$ cat config.mk
export PLATFORM = sky130hd
export DESIGN_NAME = axis_rr_arbiter
export DESIGN_NICKNAME = d
export VERILOG_FILES = /design/src/rtl/axis_rr_arbiter.sv
export SDC_FILE = /design/constraint.sdc
export NUM_CORES = 1
export LEC_CHECK = 0
export CAP_MARGIN = 30
export CORE_ASPECT_RATIO = 0.7
export CORE_MARGIN = 10
export CORE_UTILIZATION = 43
export CTS_CLUSTER_SIZE = 25
export DETAILED_ROUTE_END_ITERATION = 12
export DONT_BUFFER_PORTS = 1
export GPL_TIMING_DRIVEN = 0
export PLACE_DENSITY_LB_ADDON = 0.12
export SYNTH_ARGS = -nofsm -noshare
export SYNTH_HDL_FRONTEND = slang
export SYNTH_SLANG_ARGS = --single-unit
export TNS_END_PERCENT = 30
$ cat constraint.sdc
create_clock -name clk -period 2.1 [get_ports clk]
set_input_delay 0.42 -clock clk [delete_from_list [all_inputs] [get_ports clk]]
set_output_delay 0.42 -clock clk [all_outputs]
set_load 0.01 [all_outputs]
$ cat src/rtl/axis_rr_arbiter.sv
// axis_rr_arbiter: round-robin N:1 AXI-Stream arbiter with a single registered
// output stage that tags each forwarded beat with its source index.
// Optional macro AXIS_ARB_PKT_LOCK_EN: when defined the grant is held for a
// whole packet (released on an accepted tlast beat); when undefined every
// accepted beat releases the grant (beat-level arbitration).
module axis_rr_arbiter #(
  parameter  int c_WIDTH = 8,
  parameter  int c_NUM   = 4,
  localparam int c_ID_W  = $clog2(c_NUM)
) (
  input  logic                       clk,
  input  logic                       rst_n,
  input  logic [c_NUM*c_WIDTH-1:0]   s_axis_tdata,
  input  logic [c_NUM-1:0]           s_axis_tvalid,
  input  logic [c_NUM-1:0]           s_axis_tlast,
  output logic [c_NUM-1:0]           s_axis_tready,
  output logic [c_WIDTH-1:0]         m_axis_tdata,
  output logic                       m_axis_tvalid,
  output logic                       m_axis_tlast,
  output logic [c_ID_W-1:0]          m_axis_tid,
  input  logic                       m_axis_tready
);

  typedef enum logic {
    IDLE = 1'b0,
    BUSY = 1'b1
  } state_t;

  localparam logic [c_ID_W-1:0] c_LAST_ID = c_ID_W'(c_NUM - 1);

  state_t              state_q;
  state_t              state_d;
  logic [c_ID_W-1:0]   ptr_q;
  logic [c_ID_W-1:0]   grant_q;

  logic                slot_free;
  logic                req_any;
  logic [c_ID_W-1:0]   rr_pick;
  logic [c_ID_W-1:0]   scan_idx;
  logic                sel_valid;
  logic                sel_last;
  logic [c_WIDTH-1:0]  sel_data;
  logic                in_beat;
  logic                grant_done;

  // The output register can take a new beat when empty or being drained now.
  assign slot_free = !m_axis_tvalid || m_axis_tready;

  // Round-robin search: first requester at or after ptr, wrapping modulo c_NUM.
  always_comb begin
    req_any  = 1'b0;
    rr_pick  = ptr_q;
    scan_idx = ptr_q;
    for (int k = 0; k < c_NUM; k++) begin
      if (!req_any && s_axis_tvalid[scan_idx]) begin
        req_any = 1'b1;
        rr_pick = scan_idx;
      end
      scan_idx = (scan_idx == c_LAST_ID) ? '0 : scan_idx + 1'b1;
    end
  end

  // Select the granted stream's valid, last and data.
  always_comb begin
    sel_valid = 1'b0;
    sel_last  = 1'b0;
    sel_data  = '0;
    for (int i = 0; i < c_NUM; i++) begin
      if (grant_q == c_ID_W'(i)) begin
        sel_valid = s_axis_tvalid[i];
        sel_last  = s_axis_tlast[i];
        sel_data  = s_axis_tdata[i*c_WIDTH +: c_WIDTH];
      end
    end
  end

  // Only the granted stream sees ready, and only while BUSY with a free slot.
  always_comb begin
    s_axis_tready = '0;
    for (int i = 0; i < c_NUM; i++) begin
      s_axis_tready[i] = (state_q == BUSY) && slot_free && (grant_q == c_ID_W'(i));
    end
  end

  assign in_beat = (state_q == BUSY) && slot_free && sel_valid;

`ifdef AXIS_ARB_PKT_LOCK_EN
  assign grant_done = in_beat && sel_last;
`else
  assign grant_done = in_beat;
`endif

  // Next-state logic: arbitrate in IDLE, hold the grant in BUSY until released.
  always_comb begin
    state_d = state_q;
    case (state_q)
      IDLE:    if (req_any)    state_d = BUSY;
      BUSY:    if (grant_done) state_d = IDLE;
      default:                 state_d = IDLE;
    endcase
  end

  // State register.
  always_ff @(posedge clk or negedge rst_n) begin
    if (!rst_n) begin
      state_q <= IDLE;
    end else begin
      state_q <= state_d;
    end
  end

  // Grant is latched only in IDLE; ptr advances past the grant on release.
  always_ff @(posedge clk or negedge rst_n) begin
    if (!rst_n) begin
      grant_q <= '0;
      ptr_q   <= '0;
    end else begin
      if (state_q == IDLE && req_any) begin
        grant_q <= rr_pick;
      end
      if (grant_done) begin
        ptr_q <= (grant_q == c_LAST_ID) ? '0 : grant_q + 1'b1;
      end
    end
  end

  // Output register: load on an input beat, otherwise empty on acceptance.
  always_ff @(posedge clk or negedge rst_n) begin
    if (!rst_n) begin
      m_axis_tvalid <= 1'b0;
      m_axis_tdata  <= '0;
      m_axis_tlast  <= 1'b0;
      m_axis_tid    <= '0;
    end else if (in_beat) begin
      m_axis_tvalid <= 1'b1;
      m_axis_tdata  <= sel_data;
      m_axis_tlast  <= sel_last;
      m_axis_tid    <= grant_q;
    end else if (m_axis_tvalid && m_axis_tready) begin
      m_axis_tvalid <= 1'b0;
    end
  end

endmodule

==> results.cfg <==
[sta]
worst_slack_ns = 0.06055
post-route-period-util = 0.9712
period_minus_slack_ns = 2.039
grt_setup_unrepaired = yes
final.setup.tns_ns = 0
worst_hold_slack_ns = 0.4259
fmax_ghz = 0.4903
finalHoldViolCount = 0
skew_ns = 0.001241
worstMarginPinSlew_ns = 0.7894
slew_viol_final = 0
relSlewSlack = 0.4720
setup_viol_count_final = 0

[global_routing]
grt_pass1_wl_um = 6016
grt_pass1_vias = 1245
antenna_found_initial = 0
grt_max_degree = 18
grt_usage = 0.1257
grt-ovfl-total = 0

[critical_path]
critical-path-top-delay-family = multiplexers
cp_max_fo = 10
crit_buf_inv = 2
arrival_ns = 2.16
crit_path_top_delay_cell = mux4_2
critPathRequiredTime_ns = 2.22
worstSetupEndpointType = flop
path_class = reg2reg
critPathLaunchType = flop
ff2ff_path_depth = 7
cp_cell_sequence = ha_4 > buf_6 > mux4_2 > inv_2 > a211oi_1 > o32ai_1 > a21oi_1
cpPeakStageDelay_ns = 0.56
path_depth = 7

[logic_synthesis]
ys_seq_elements = 17
yosys_warnings = 0
synth_edf_count = 0
synth_fp_nets = 212
ys_seq_area_frac = 0.2921
ys.flop_type = dfrtp_1
yosysUniqueCellTypes = 43
async_flop_share = 1.000
synth_area_um2 = 1456
synth_area_per_cell_um2 = 8.880
synth_cells = 164

[placement]
routabilityCongestion = 0.7987
dp_worst_setup_slack_ns = -0.1131
portBuffers = 0
dpl.hpwl_um = 3146

[final_layout]
drive_above_1_share = 0.2222
final_common_cell = nand2_1
diodes = 0
final_util = 0.5043
mostFrequentLayoutCells = 24 x nand2_1, 19 x a21oi_1, 15 x dfrtp_1
synthToLayoutAreaGrowth_pct = 10.48
fillers = 306
nets = 220

[detailed_routing]
dr.pass1.iters = 4
via_per_inst = 5.904
drtIter0Drc = 59
routed_wl_um = 3825
vias = 1234
drc = 0
avgRoutedWirePerCell_um = 18.30
antenna_left = 0

[clock_tree]
clk_pin_slew_ns = 0.06
numCtsBuffers = 3
clk_path_buf_depth = 2
clock-sinks = 17
worstSkewPairLatency_ns = 0.24
cts_tree = yes
clock-root-buffer = clkbuf_8
htree_levels = 1

[pwr]
swShare = 0.4524
power_frac_comb = 0.652
p_int_uw = 1411
p_switching_uw = 1166
power_leakage_uw = 0.0006590
power_frac_seq = 0.258
vdd_drop_max_mv = 0.7659
power_density_nw_per_um2 = 1601
clkPwrFrac = 0.091

[worst_hold_path]
hold_class = in2reg
hold_depth = 3

[status]
status = finished clean

[job]
cap_violations = 0

[die]
num_rows = 17
io_pins = 59
core_area_um2 = 3191
die_h_um = 68.69
die-width_um = 89.56
initial_core_util = 0.4565
fp.dieArea_um2 = 6152
[metal layers]
layer | track usage | share of wire | vias to the layer above
li1 | - | - | 614
met1 | 0.1527 | 0.44 | 576
met2 | 0.2067 | 0.46 | 36
met3 | 0.05269 | 0.074 | 8
met4 | 0.02372 | 0.016 | 0
met5 | 0 | 0 | -
[area by class of cell]
| type | count | area, um^2 | share of cell area |
|---|---|---|---|
| plain buffers | 11 | 75.07 | 0.04666 |
| flip-flops and latches | 17 | 427.9 | 0.2659 |
| repair buffers | 4 | 32.53 | 0.02022 |
| clock buffers | 4 | 45.04 | 0.02799 |
| inverters | 7 | 26.28 | 0.01633 |
| well taps | 38 | 47.55 | 0.02955 |
| multi-input cells | 128 | 954.7 | 0.5933 |
[sequential cells by signal, indices dropped and copies added, names as in the netlist]
| name | cells |
|---|---|
| ptr_q | 2 |
| grant_q | 2 |
| m_axis_tdata | 8 |
| m_axis_tid | 2 |
| m_axis_tlast | 1 |
| state_q | 1 |
| m_axis_tvalid | 1 |
[power by group through the flow]
| stage | Combinational [uW] | Sequential (uW) | Clock, uW |
|---|---|---|---|
| after CTS | 1630 | 680 | 248 |
| after global routing | 1880 | 693 | 265 |
| after floorplan | 1320 | 626 | 0 |
| after detailed placement | 1590 | 675 | 0 |
| after global placement | 1550 | 673 | 0 |
| final | 1680 | 664 | 234 |
[through the flow]
stage	cells	power, uW	cell area (um^2)
after floorplan	164	1944	1456
after global placement	202	2224	1504
after detailed placement	202	2261	1504
after CTS	207	2562	1584
after global routing	209	2835	1609
final	209	2576	1609
[worst reg2reg max path, cell delays in order (launching register included)]
cell and delay, ns:
dfrtp_2 0.44, ha_4 0.28, buf_6 0.13, mux4_2 0.56, inv_2 0.12, a211oi_1 0.06
o32ai_1 0.24, a21oi_1 0.10
[path summary, 6_finish.rpt]
check | slack (ns) | from | end
worst max-delay path | 0.06 | ptr_q[1]$_DFFE_PN0P_ | grant_q[1]$_DFFE_PN0P_
worst min-delay path | 0.43 | s_axis_tdata[30] | m_axis_tdata[6]$_DFFE_PN0P_
worst max register to register | 0.06 | ptr_q[1]$_DFFE_PN0P_ | grant_q[1]$_DFFE_PN0P_
worst min register to register | 0.56 | grant_q[0]$_DFFE_PN0P_ | ptr_q[0]$_DFFE_PN0P_
max in group asynchronous | 0.85 | rst_n | grant_q[0]$_DFFE_PN0P_
min in group asynchronous | 0.70 | rst_n | m_axis_tdata[1]$_DFFE_PN0P_
[logic make-up after synthesis]
kind of cell | after synthesis | synth area share
XOR/XNOR | 1 | 0.006015
buffers and inverters | 19 | 0.06529
flip-flops | 17 | 0.2921
adder cells (fa/ha/maj) | 5 | 0.04296
AO/OA/AOI/OAI | 52 | 0.2423
AND/OR/NAND/NOR | 56 | 0.2131
multiplexers | 14 | 0.1383
[timing repair]
item / 4_1_cts / 5_1_grt
setup buffers: 0 / 3
gates resized for setup: 10 / 7
endpoints found under the setup margin: 7 / 9
pin swaps: 2 / 1
hold endpoints to repair: 17 / 0
hold buffers: 1 / 0
[cell usage after synthesis (all sizes together), types with 2 or more instances]
| cell | n | area [um^2] |
|---|---|---|
| a211o | 2 | 17.52 |
| a211oi | 2 | 20.02 |
| a21oi | 20 | 103.9 |
| a311oi | 3 | 32.53 |
| and3 | 4 | 25.02 |
| buf | 4 | 38.78 |
| clkbuf | 8 | 30.03 |
| dfrtp | 17 | 425.4 |
| ha | 5 | 62.56 |
| inv | 7 | 26.28 |
| mux2 | 10 | 120.1 |
| mux4 | 3 | 71.32 |
| nand2 | 24 | 90.09 |
| nand2b | 3 | 18.77 |
| nand3b | 10 | 75.07 |
| nor2b | 2 | 12.51 |
| nor3 | 4 | 25.02 |
| nor3b | 3 | 22.52 |
| o211ai | 2 | 28.78 |
| o21ai | 13 | 65.06 |
| o22ai | 2 | 12.51 |
| o31ai | 2 | 15.01 |
| or3 | 2 | 12.51 |
Power figures use the tool's default switching activity.
